<file path="src/rtl/dcache_pkg.sv">
// Shared types and sizing for the data cache SRAM arbiter.
//   rsp_src_t         : which read requester owns the data returning next cycle
//   DCACHE_SET_W      : set index width
//   DCACHE_LINE_W     : line width in bits
//   DCACHE_WMASK_W    : byte-enable count per line
//   DCACHE_ST_AGE_MAX : default wait (cycles) before a pending store outranks loads
package dcache_pkg;

   localparam int DCACHE_SET_W      = 5;
   localparam int DCACHE_LINE_W     = 256;
   localparam int DCACHE_WMASK_W    = DCACHE_LINE_W / 8;
   localparam int DCACHE_ST_AGE_MAX = 8;

   typedef enum logic [1:0] {
      RSP_NONE = 2'd0,
      RSP_LD   = 2'd1,
      RSP_WB   = 2'd2
   } rsp_src_t;

endpackage

</file>
<file path="src/rtl/dcache_store_age_ctr.sv">
// Saturating wait counter for the store-commit requester.
//   clk, rst : clock, async active-high reset
//   pending  : store request is being held
//   granted  : store was accepted this cycle
//   aged     : store has waited ST_AGE_MAX cycles and now outranks loads
module dcache_store_age_ctr
   import dcache_pkg::*;
#(
   parameter int ST_AGE_MAX = DCACHE_ST_AGE_MAX
) (
   input  logic clk,
   input  logic rst,
   input  logic pending,
   input  logic granted,
   output logic aged
);

   localparam int AGE_W = $clog2(ST_AGE_MAX + 1);
   localparam logic [AGE_W-1:0] AGE_MAX = AGE_W'(ST_AGE_MAX);

   logic [AGE_W-1:0] age_d, age_q;

   always_comb begin
      age_d = age_q;
      if (!pending || granted) begin
         age_d = '0;
      end else if (age_q != AGE_MAX) begin
         age_d = age_q + 1'b1;
      end
   end

   always_ff @(posedge clk or posedge rst) begin
      if (rst) age_q <= '0;
      else     age_q <= age_d;
   end

   // Driven purely from the register, so no loop through the grant logic.
   assign aged = (age_q == AGE_MAX);

endmodule

</file>
<file path="src/rtl/dcache_data_arbiter.sv">
// Single-owner arbiter for the one-port data cache SRAM.
// Four requesters (fill write, victim wb read, store write, load read) share
// the port with fixed priority fill > wb > aged store > load > store.
// Grants are combinational; read data returns one cycle after grant, tagged by
// ld_rvalid / wb_rvalid. SRAM control pins are driven straight from the winner.
//   fill_* : full-line refill write      wb_* : victim line read
//   st_*   : byte-masked store write     ld_* : load line read
//   sram_* : active-low csb/web, byte wmask, addr, din; sram_dout read data
module dcache_data_arbiter
   import dcache_pkg::*;
#(
   parameter int ADDR_WIDTH = DCACHE_SET_W,
   parameter int DATA_WIDTH = DCACHE_LINE_W,
   parameter int NUM_WMASKS = DCACHE_WMASK_W,
   parameter int ST_AGE_MAX = DCACHE_ST_AGE_MAX
) (
   input  logic                  clk,
   input  logic                  rst,
   input  logic                  fill_req,
   input  logic [ADDR_WIDTH-1:0] fill_addr,
   input  logic [DATA_WIDTH-1:0] fill_wdata,
   output logic                  fill_gnt,
   input  logic                  wb_req,
   input  logic [ADDR_WIDTH-1:0] wb_addr,
   output logic                  wb_gnt,
   output logic                  wb_rvalid,
   output logic [DATA_WIDTH-1:0] wb_rdata,
   input  logic                  st_req,
   input  logic [ADDR_WIDTH-1:0] st_addr,
   input  logic [NUM_WMASKS-1:0] st_wmask,
   input  logic [DATA_WIDTH-1:0] st_wdata,
   output logic                  st_gnt,
   input  logic                  ld_req,
   input  logic [ADDR_WIDTH-1:0] ld_addr,
   output logic                  ld_gnt,
   output logic                  ld_rvalid,
   output logic [DATA_WIDTH-1:0] ld_rdata,
   output logic                  sram_csb,
   output logic                  sram_web,
   output logic [NUM_WMASKS-1:0] sram_wmask,
   output logic [ADDR_WIDTH-1:0] sram_addr,
   output logic [DATA_WIDTH-1:0] sram_din,
   input  logic [DATA_WIDTH-1:0] sram_dout
);

   logic     st_aged;
   rsp_src_t rsp_d, rsp_q;

   dcache_store_age_ctr #(.ST_AGE_MAX(ST_AGE_MAX)) u_st_age (
      .clk     (clk),
      .rst     (rst),
      .pending (st_req),
      .granted (st_gnt),
      .aged    (st_aged)
   );

   always_comb begin
      fill_gnt   = 1'b0;
      wb_gnt     = 1'b0;
      st_gnt     = 1'b0;
      ld_gnt     = 1'b0;
      if      (fill_req)           fill_gnt = 1'b1;
      else if (wb_req)             wb_gnt   = 1'b1;
      else if (st_req && st_aged)  st_gnt   = 1'b1;
      else if (ld_req)             ld_gnt   = 1'b1;
      else if (st_req)             st_gnt   = 1'b1;

      sram_csb   = 1'b1;
      sram_web   = 1'b1;
      sram_wmask = '0;
      sram_addr  = '0;
      sram_din   = '0;
      if (fill_gnt) begin
         sram_csb   = 1'b0;
         sram_web   = 1'b0;
         sram_wmask = '1;
         sram_addr  = fill_addr;
         sram_din   = fill_wdata;
      end else if (wb_gnt) begin
         sram_csb   = 1'b0;
         sram_addr  = wb_addr;
      end else if (st_gnt) begin
         sram_csb   = 1'b0;
         sram_web   = 1'b0;
         sram_wmask = st_wmask;
         sram_addr  = st_addr;
         sram_din   = st_wdata;
      end else if (ld_gnt) begin
         sram_csb   = 1'b0;
         sram_addr  = ld_addr;
      end

      rsp_d = RSP_NONE;
      if      (ld_gnt) rsp_d = RSP_LD;
      else if (wb_gnt) rsp_d = RSP_WB;
   end

   always_ff @(posedge clk or posedge rst) begin
      if (rst) rsp_q <= RSP_NONE;
      else     rsp_q <= rsp_d;
   end

   assign ld_rvalid = (rsp_q == RSP_LD);
   assign wb_rvalid = (rsp_q == RSP_WB);
   // Both read ports see the SRAM output; rvalid says whose it is.
   assign ld_rdata  = sram_dout;
   assign wb_rdata  = sram_dout;

endmodule

</file>
<file path="config.mk">
export PLATFORM = sky130hd
export DESIGN_NAME = dcache_data_arbiter
export DESIGN_NICKNAME = d
export VERILOG_FILES = /design/src/rtl/dcache_pkg.sv /design/src/rtl/dcache_store_age_ctr.sv /design/src/rtl/dcache_data_arbiter.sv
export SDC_FILE = /design/constraint.sdc
export NUM_CORES = 1
export LEC_CHECK = 0
export CAP_MARGIN = 30
export CORE_AREA = 2 2 644 646
export CTS_CLUSTER_SIZE = 30
export DETAILED_ROUTE_END_ITERATION = 16
export DIE_AREA = 0 0 646 648
export DONT_BUFFER_PORTS = 1
export PLACE_DENSITY = 0.3
export SLEW_MARGIN = 40
export SYNTH_ARGS = -nofsm -noshare
export SYNTH_HDL_FRONTEND = slang
export SYNTH_SLANG_ARGS = --single-unit
</file>
<file path="constraint.sdc">
create_clock -name clk -period 1.95 [get_ports clk]
set_input_delay 0.39 -clock clk [delete_from_list [all_inputs] [get_ports clk]]
set_output_delay 0.39 -clock clk [all_outputs]
set_load 0.05 [all_outputs]
</file>
==> results of run 1 <==
per-stage QoR:
stage / power [mW] / TNS, ps / hold slack, ps / instance area, µm²
after floorplan: 5.34 / -15060 / 181 / 9010
final: 4.88 / -140670 / 431 / 16700
after detailed placement: 4.15 / -81960 / 220 / 14600
after global routing: 5.06 / -157250 / 448 / 16700
after global placement: 4.15 / -76130 / 211 / 14600
after CTS: 4.68 / -148690 / 405 / 15800
power by group through the flow:
stage | Clock [mW] | Combinational (mW) | Sequential [mW]
finish | 0.329 | 4.41 | 0.137
global route | 0.343 | 4.58 | 0.137
CTS | 0.331 | 4.22 | 0.136
detailed placement | 0 | 4.01 | 0.137
global placement | 0 | 4.01 | 0.137
floorplan | 0 | 5.21 | 0.139
layer usage:
metal	GRT usage (%)	share of wire, %	wire length [µm]
met1	9.63	26	76300
met2	22.7	48	143000
met3	15.3	24	70900
met4	2.61	2.4	7100
met5	0.636	0.18	530
cell usage in the layout (no fill, tap or decap), types with 6 or more instances in the layout:
cell type  Yosys  routed
clkbuf_16      0      13
buf_6          0      16
a22o_4         0     238
buf_4        526      29
a22o_2         0      18
buf_12         0     143
buf_16         0      16
dfrtp_1        6       6
diode_2        0      44
a21o_4         0      30
buf_8          0      15
registers in the layout (all words and copies together), names as in the netlist:
| register | count |
|---|---|
| u_st_age.age_q | 4 |
| rsp_q | 2 |
worst register-to-register path: stages, from the launching register on:
cell and delay [ps]:
dfrtp_1 380, inv_2 60, ha_4 160, buf_4 120, buf_4 120, and3b_1 220
or3b_2 470, a21oi_1 140
final timing paths:
kind	startpoint	end	slack, ps
max	u_st_age.age_q[1]$_DFFE_PP0P_	sram_din[77]	-600
min	st_req	u_st_age.age_q[0]$_DFFE_PP0P_	430
max reg2reg	u_st_age.age_q[1]$_DFFE_PP0P_	u_st_age.age_q[1]$_DFFE_PP0P_	200
min in group asynchronous	rst	rsp_q[1]$_DFF_PP0_	550
min reg2reg	u_st_age.age_q[2]$_DFFE_PP0P_	u_st_age.age_q[2]$_DFFE_PP0P_	740
max in group asynchronous	rst	u_st_age.age_q[2]$_DFFE_PP0P_	1190
what timing repair did:
item / 4_1_cts / 5_1_grt
setup buffers: 25 / 14
gates cloned: 11 / 13
hold buffers: 1 / 0
gates resized for setup: 112 / 79
endpoints found under the setup margin: 296 / 295
endpoints found under the hold margin: 6 / 0
pin swaps: 25 / 65
synthesized netlist by cell type:
cell type	instances
xnor2_1	1
or3b_2	1
clkbuf_1	34
a21oi_1	8
or3_1	1
xor2_1	1
nand4b_2	1
ha_1	2
or2_1	1
nor2_1	2
nor2b_1	3
nor3_1	3
inv_1	7
a21o_1	32
o22ai_1	5
nand2b_1	2
nor4_1	1
nand3_1	3
and3_1	1
a31oi_1	5
a21oi_4	1
and3b_1	1
o21ai_0	5
and4b_1	1
buf_2	19
buf_4	526
dfrtp_1	6
a22o_1	256
area by class of cell:
class                           instances  area [µm²]  area share [%]
Antenna cell                           44         110           0.660
Clock buffer                            3        75.1           0.450
Inverter                                7        26.3           0.158
Multi-Input combinational cell        337        5250            31.5
Sequential cell                         6         150           0.900
Tap cell                             5474        6850            41.1
Timing Repair Buffer                  231        4220            25.3
logic make-up (layout without fill, tap and decap cells):
group                    Yosys count  after routing
adder cells (fa/ha/maj)            2              2
AND/OR/NAND/NOR                   21             21
AO/OA/AOI/OAI                    312            312
flip-flops                         6              6
buffers and inverters            586            241
other                              0             44
XOR/XNOR                           2              2
==> results_dict.tcl, run 1 <==
set metrics [dict create \
    cts_tree "built" \
    die_w_um 646 \
    max_freq_mhz 392 \
    endpoint_kind "primary output" \
    syn_area_um2 7150 \
    start_util_pct 1.74 \
    ys_top_cells_by_area "buf_4 55%, a22o_1 31%, a21o_1 3.4%, dfrtp_1 2.1%, clkbuf_1 1.8%" \
    synth_adder_area_share_pct 0.350 \
    peakVddDrop_uv 218 \
    p_comb_share_pct 90.4 \
    viasPerCell 1.30 \
    ys_types 28 \
    vias 7928 \
    clock_sinks 6 \
    slew_headroom_pct 42.3 \
    drcViolationCount 0 \
    drive_gt1_share_pct 92.5 \
    gp_congestion 0.795 \
    max_stage_delay_ps 400 \
    synth_top_area_share_pct 55.2 \
    synth_xor_area_share_pct 0.245 \
    htree_levels 1 \
    fin_util_pct 4.05 \
    clk_pin_slew_ps 30 \
    power.share.switching_pct 60.0 \
    clock_latency_ps 220 \
    dp_slack_ps -410 \
    crit_path_max_fanout 8 \
    n_fill_cell 48700 \
    nets 1414 \
    synth_compound_area_share_pct 36.7 \
    final_cell_count_no_fill 6102 \
    crit_cells 9 \
    holdPathStages 2 \
    clkPwrFrac_pct 6.8 \
    grt.total_usage_pct 13.3 \
    fp.coreArea_um2 412000 \
    setup_slack_ps -598 \
    leakagePower_nw 4.40 \
    finalClockSkew_ps 0.737 \
    ant_nets 0 \
    dieArea_um2 419000 \
    maxCapViolCount 0 \
    synth_mux_area_share_pct 0 \
    dieHeight_um 648 \
    finalHoldViolCount 0 \
    grt_pass1_vias 6872 \
    syn_to_final_growth_pct 133 \
    crit_type "reg -> out" \
    required_ps 1560 \
    synth_top_cell_by_area "buf_4" \
    overflow 0 \
    post_synth_inst_count 929 \
    rsz0062_at_grt "yes" \
    startpoint_type "register" \
    ys_seq_area_share_pct 2.10 \
    p_switching_mw 2.92 \
    post_drt_wl_per_cell_um 48.7 \
    grt_max_degree 296 \
    status "complete, but fails checks" \
    clockBufferDepth 2 \
    grt_first_pass_wirelength_um 308000 \
    tightestPinTransition_ps 864 \
    fin_crit_ps 2550 \
    timing.final.setup_violations 295 \
    drtIter0Drc 599 \
    cp_cell_sequence "inv_2, ha_4, nand4b_4, a21oi_4, buf_12, buf_12, buf_16, buf_16, a22o_4" \
    worst_path_max_delay_cell "dfrtp_1" \
    syn_avg_cell_area_um2 7.70 \
    p_seq_share_pct 2.8 \
    cp_top_family "buffers and inverters" \
    numCtsBuffers 3 \
    root_buffer "clkbuf_16" \
    slew_violations 0 \
    wl_um 297000 \
    period_share_pct 131 \
    io_pins 1639 \
    violations "negative setup slack" \
    synthesis.nets 1757 \
    synth-simple-area-share_pct 1.91 \
    powerDensity_nw_per_um2 292 \
    ys_ff_latch 6 \
    cp.buffers_inverters 5 \
    hold_class "in -> reg" \
    intPower_mw 1.95 \
    antenna_found_initial 177 \
    drt_pass1_iterations 5 \
    dp_hpwl_um 280000 \
    portBuffers 0 \
    dp.cells 5995 \
    synth_top_family_by_area "buffers and inverters" \
    r2r_cells 7 \
    cp.arrival_ps 2160 \
    yosysWarnings 0 \
    rows 236 \
]
Power figures use the tool's default switching activity.
==> run 2: changes to the inputs <==
--- a/config.mk
+++ b/config.mk
@@ -12,6 +12,7 @@
 export DIE_AREA = 0 0 646 648
 export DONT_BUFFER_PORTS = 1
 export PLACE_DENSITY = 0.3
+export SKIP_LAST_GASP = 1
 export SLEW_MARGIN = 40
 export SYNTH_ARGS = -nofsm -noshare
 export SYNTH_HDL_FRONTEND = slang
==> run 2 against run 1 <==
Effect of this change: the flow still finishes with violations (negative setup slack); design area fell by 0.74%; critical endpoint is now sram_din[44]; non-clock buffer count fell by 1; largest power group unchanged; sequential power barely moved.
==> results_dict.tcl, run 2 (same netlist as run 1, synthesis figures left out) <==
set metrics [dict create \
    drive_gt1_share_pct 92.5 \
    grt_pass1_vias 6849 \
    fin_util_pct 4.02 \
    max_stage_delay_ps 390 \
    clock_latency_ps 220 \
    drcViolationCount 0 \
    finalHoldViolCount 0 \
    dp.cells 5995 \
    viasPerCell 1.30 \
    grt_first_pass_wirelength_um 308000 \
    cp_cell_sequence "inv_2, ha_4, nand4b_4, a21oi_4, buf_12, buf_8, buf_12, buf_6, a22o_2, buf_12" \
    numCtsBuffers 3 \
    power.share.switching_pct 60.1 \
    setup_slack_ps -584 \
    timing.final.setup_violations 295 \
    violations "negative setup slack" \
    slew_violations 0 \
    largestRegisters "u_st_age.age_q: 4 flops, rsp_q: 2 flops" \
    p_seq_share_pct 2.8 \
    dieArea_um2 419000 \
    p_total_mw 4.86 \
    cts_tree "built" \
    tightestPinTransition_ps 862 \
    overflow 0 \
    required_ps 1560 \
    io_pins 1639 \
    p_switching_mw 2.92 \
    crit_path_max_fanout 6 \
    leakagePower_nw 4.35 \
    drtIter0Drc 562 \
    htree_levels 1 \
    intPower_mw 1.94 \
    dieHeight_um 648 \
    status "complete, but fails checks" \
    peakVddDrop_uv 219 \
    powerDensity_nw_per_um2 293 \
    period_share_pct 130 \
    clockBufferDepth 2 \
    ant_nets 0 \
    rows 236 \
    finalClockSkew_ps 0.565 \
    fp.coreArea_um2 412000 \
    final_cell_count_no_fill 6103 \
    worst_path_max_delay_cell "dfrtp_1" \
    largest_register "u_st_age.age_q" \
    final_cell_mix "230 x a22o_4, 142 x buf_12, 31 x buf_4" \
    maxCapViolCount 0 \
    dp_hpwl_um 280000 \
    gp_congestion 0.795 \
    cp.arrival_ps 2140 \
    grt_max_degree 296 \
    rsz0062_at_grt "yes" \
    antenna_found_initial 182 \
    start_util_pct 1.74 \
    portBuffers 0 \
    nets 1413 \
    endpoint_kind "primary output" \
    startpoint_type "register" \
    die_w_um 646 \
    max_freq_mhz 395 \
    grt.total_usage_pct 13.3 \
    fin_crit_ps 2530 \
    clkPwrFrac_pct 6.8 \
    largest_reg_flops 4 \
    post_drt_wl_per_cell_um 48.7 \
    drt_pass1_iterations 7 \
    p_comb_share_pct 90.4 \
    hold_class "in -> reg" \
    slew_headroom_pct 42.4 \
    crit_type "reg -> out" \
    clk_pin_slew_ps 30 \
    clock_sinks 6 \
    syn_to_final_growth_pct 131 \
    final_common_cell "a22o_4" \
    wl_um 297000 \
    rrSetupSlack_ps 210 \
    vias 7919 \
    root_buffer "clkbuf_16" \
    cpMostUsedCell "buf_12" \
]
[run 2: routing by layer]
| metal | vias to the layer above | wire [µm] | GRT usage, % |
|---|---|---|---|
| met2 | 1849 | 143000 | 22.8 |
| met4 | 36 | 6860 | 2.59 |
| li1 | 2187 | - | - |
| met5 | - | 510 | 0.393 |
| met1 | 3431 | 76100 | 9.63 |
| met3 | 416 | 71100 | 15.3 |
[run 2: path summary, 6_finish.rpt]
kind | startpoint | endpoint | depth (start not counted)
max | u_st_age.age_q[1]$_DFFE_PP0P_ | sram_din[44] | 10
min | st_req | u_st_age.age_q[0]$_DFFE_PP0P_ | 2
max reg2reg | u_st_age.age_q[0]$_DFFE_PP0P_ | u_st_age.age_q[1]$_DFFE_PP0P_ | 7
min reg2reg | u_st_age.age_q[2]$_DFFE_PP0P_ | u_st_age.age_q[2]$_DFFE_PP0P_ | 3
max in group asynchronous | rst | u_st_age.age_q[2]$_DFFE_PP0P_ | 2
min in group asynchronous | rst | rsp_q[1]$_DFF_PP0_ | 2
[run 2: area by class of cell]
cell class	count	area (µm²)
fill	48700	395000
tap	5474	6850
multi-input combinational	337	5190
timing repair buffer	230	4150
sequential	6	150
antenna	46	115
clock buffer	3	75.1
inverter	7	26.3
[run 2: timing repair]
| item | in CTS | in global routing |
|---|---|---|
| setup endpoints to repair | 296 | 295 |
| buffers inserted | 25 | 14 |
| resized for setup | 103 | 73 |
| pin swaps | 25 | 64 |
| gates cloned | 11 | 12 |
| endpoints found under the hold margin | 6 | 0 |
| hold buffers | 1 | 0 |
[run 2: through the flow]
stage / TNS, ps / area [µm²] / hold slack [ps] / setup slack (ps)
after floorplan: -15060 / 9010 / 181 / -152
after global placement: -76130 / 14600 / 211 / -386
after detailed placement: -81960 / 14600 / 220 / -410
after CTS: -149110 / 15800 / 405 / -618
after global routing: -156580 / 16500 / 446 / -645
final: -136090 / 16600 / 428 / -584
[run 2: critical path, delay by kind of cell (launching register included)]
kind | cells | cell delay (ps)
AO/OA/AOI/OAI | 2 | 340
AND/OR/NAND/NOR | 1 | 120
adder cells (fa/ha/maj) | 1 | 140
flip-flops | 1 | 390
buffers and inverters | 6 | 870
[run 2: power by group through the flow]
stage,Clock (mW),Sequential [mW],Combinational [mW]
floorplan,0,0.139,5.21
global placement,0,0.137,4.01
detailed placement,0,0.137,4.01
CTS,0.331,0.136,4.21
global route,0.343,0.137,4.56
finish,0.329,0.137,4.39
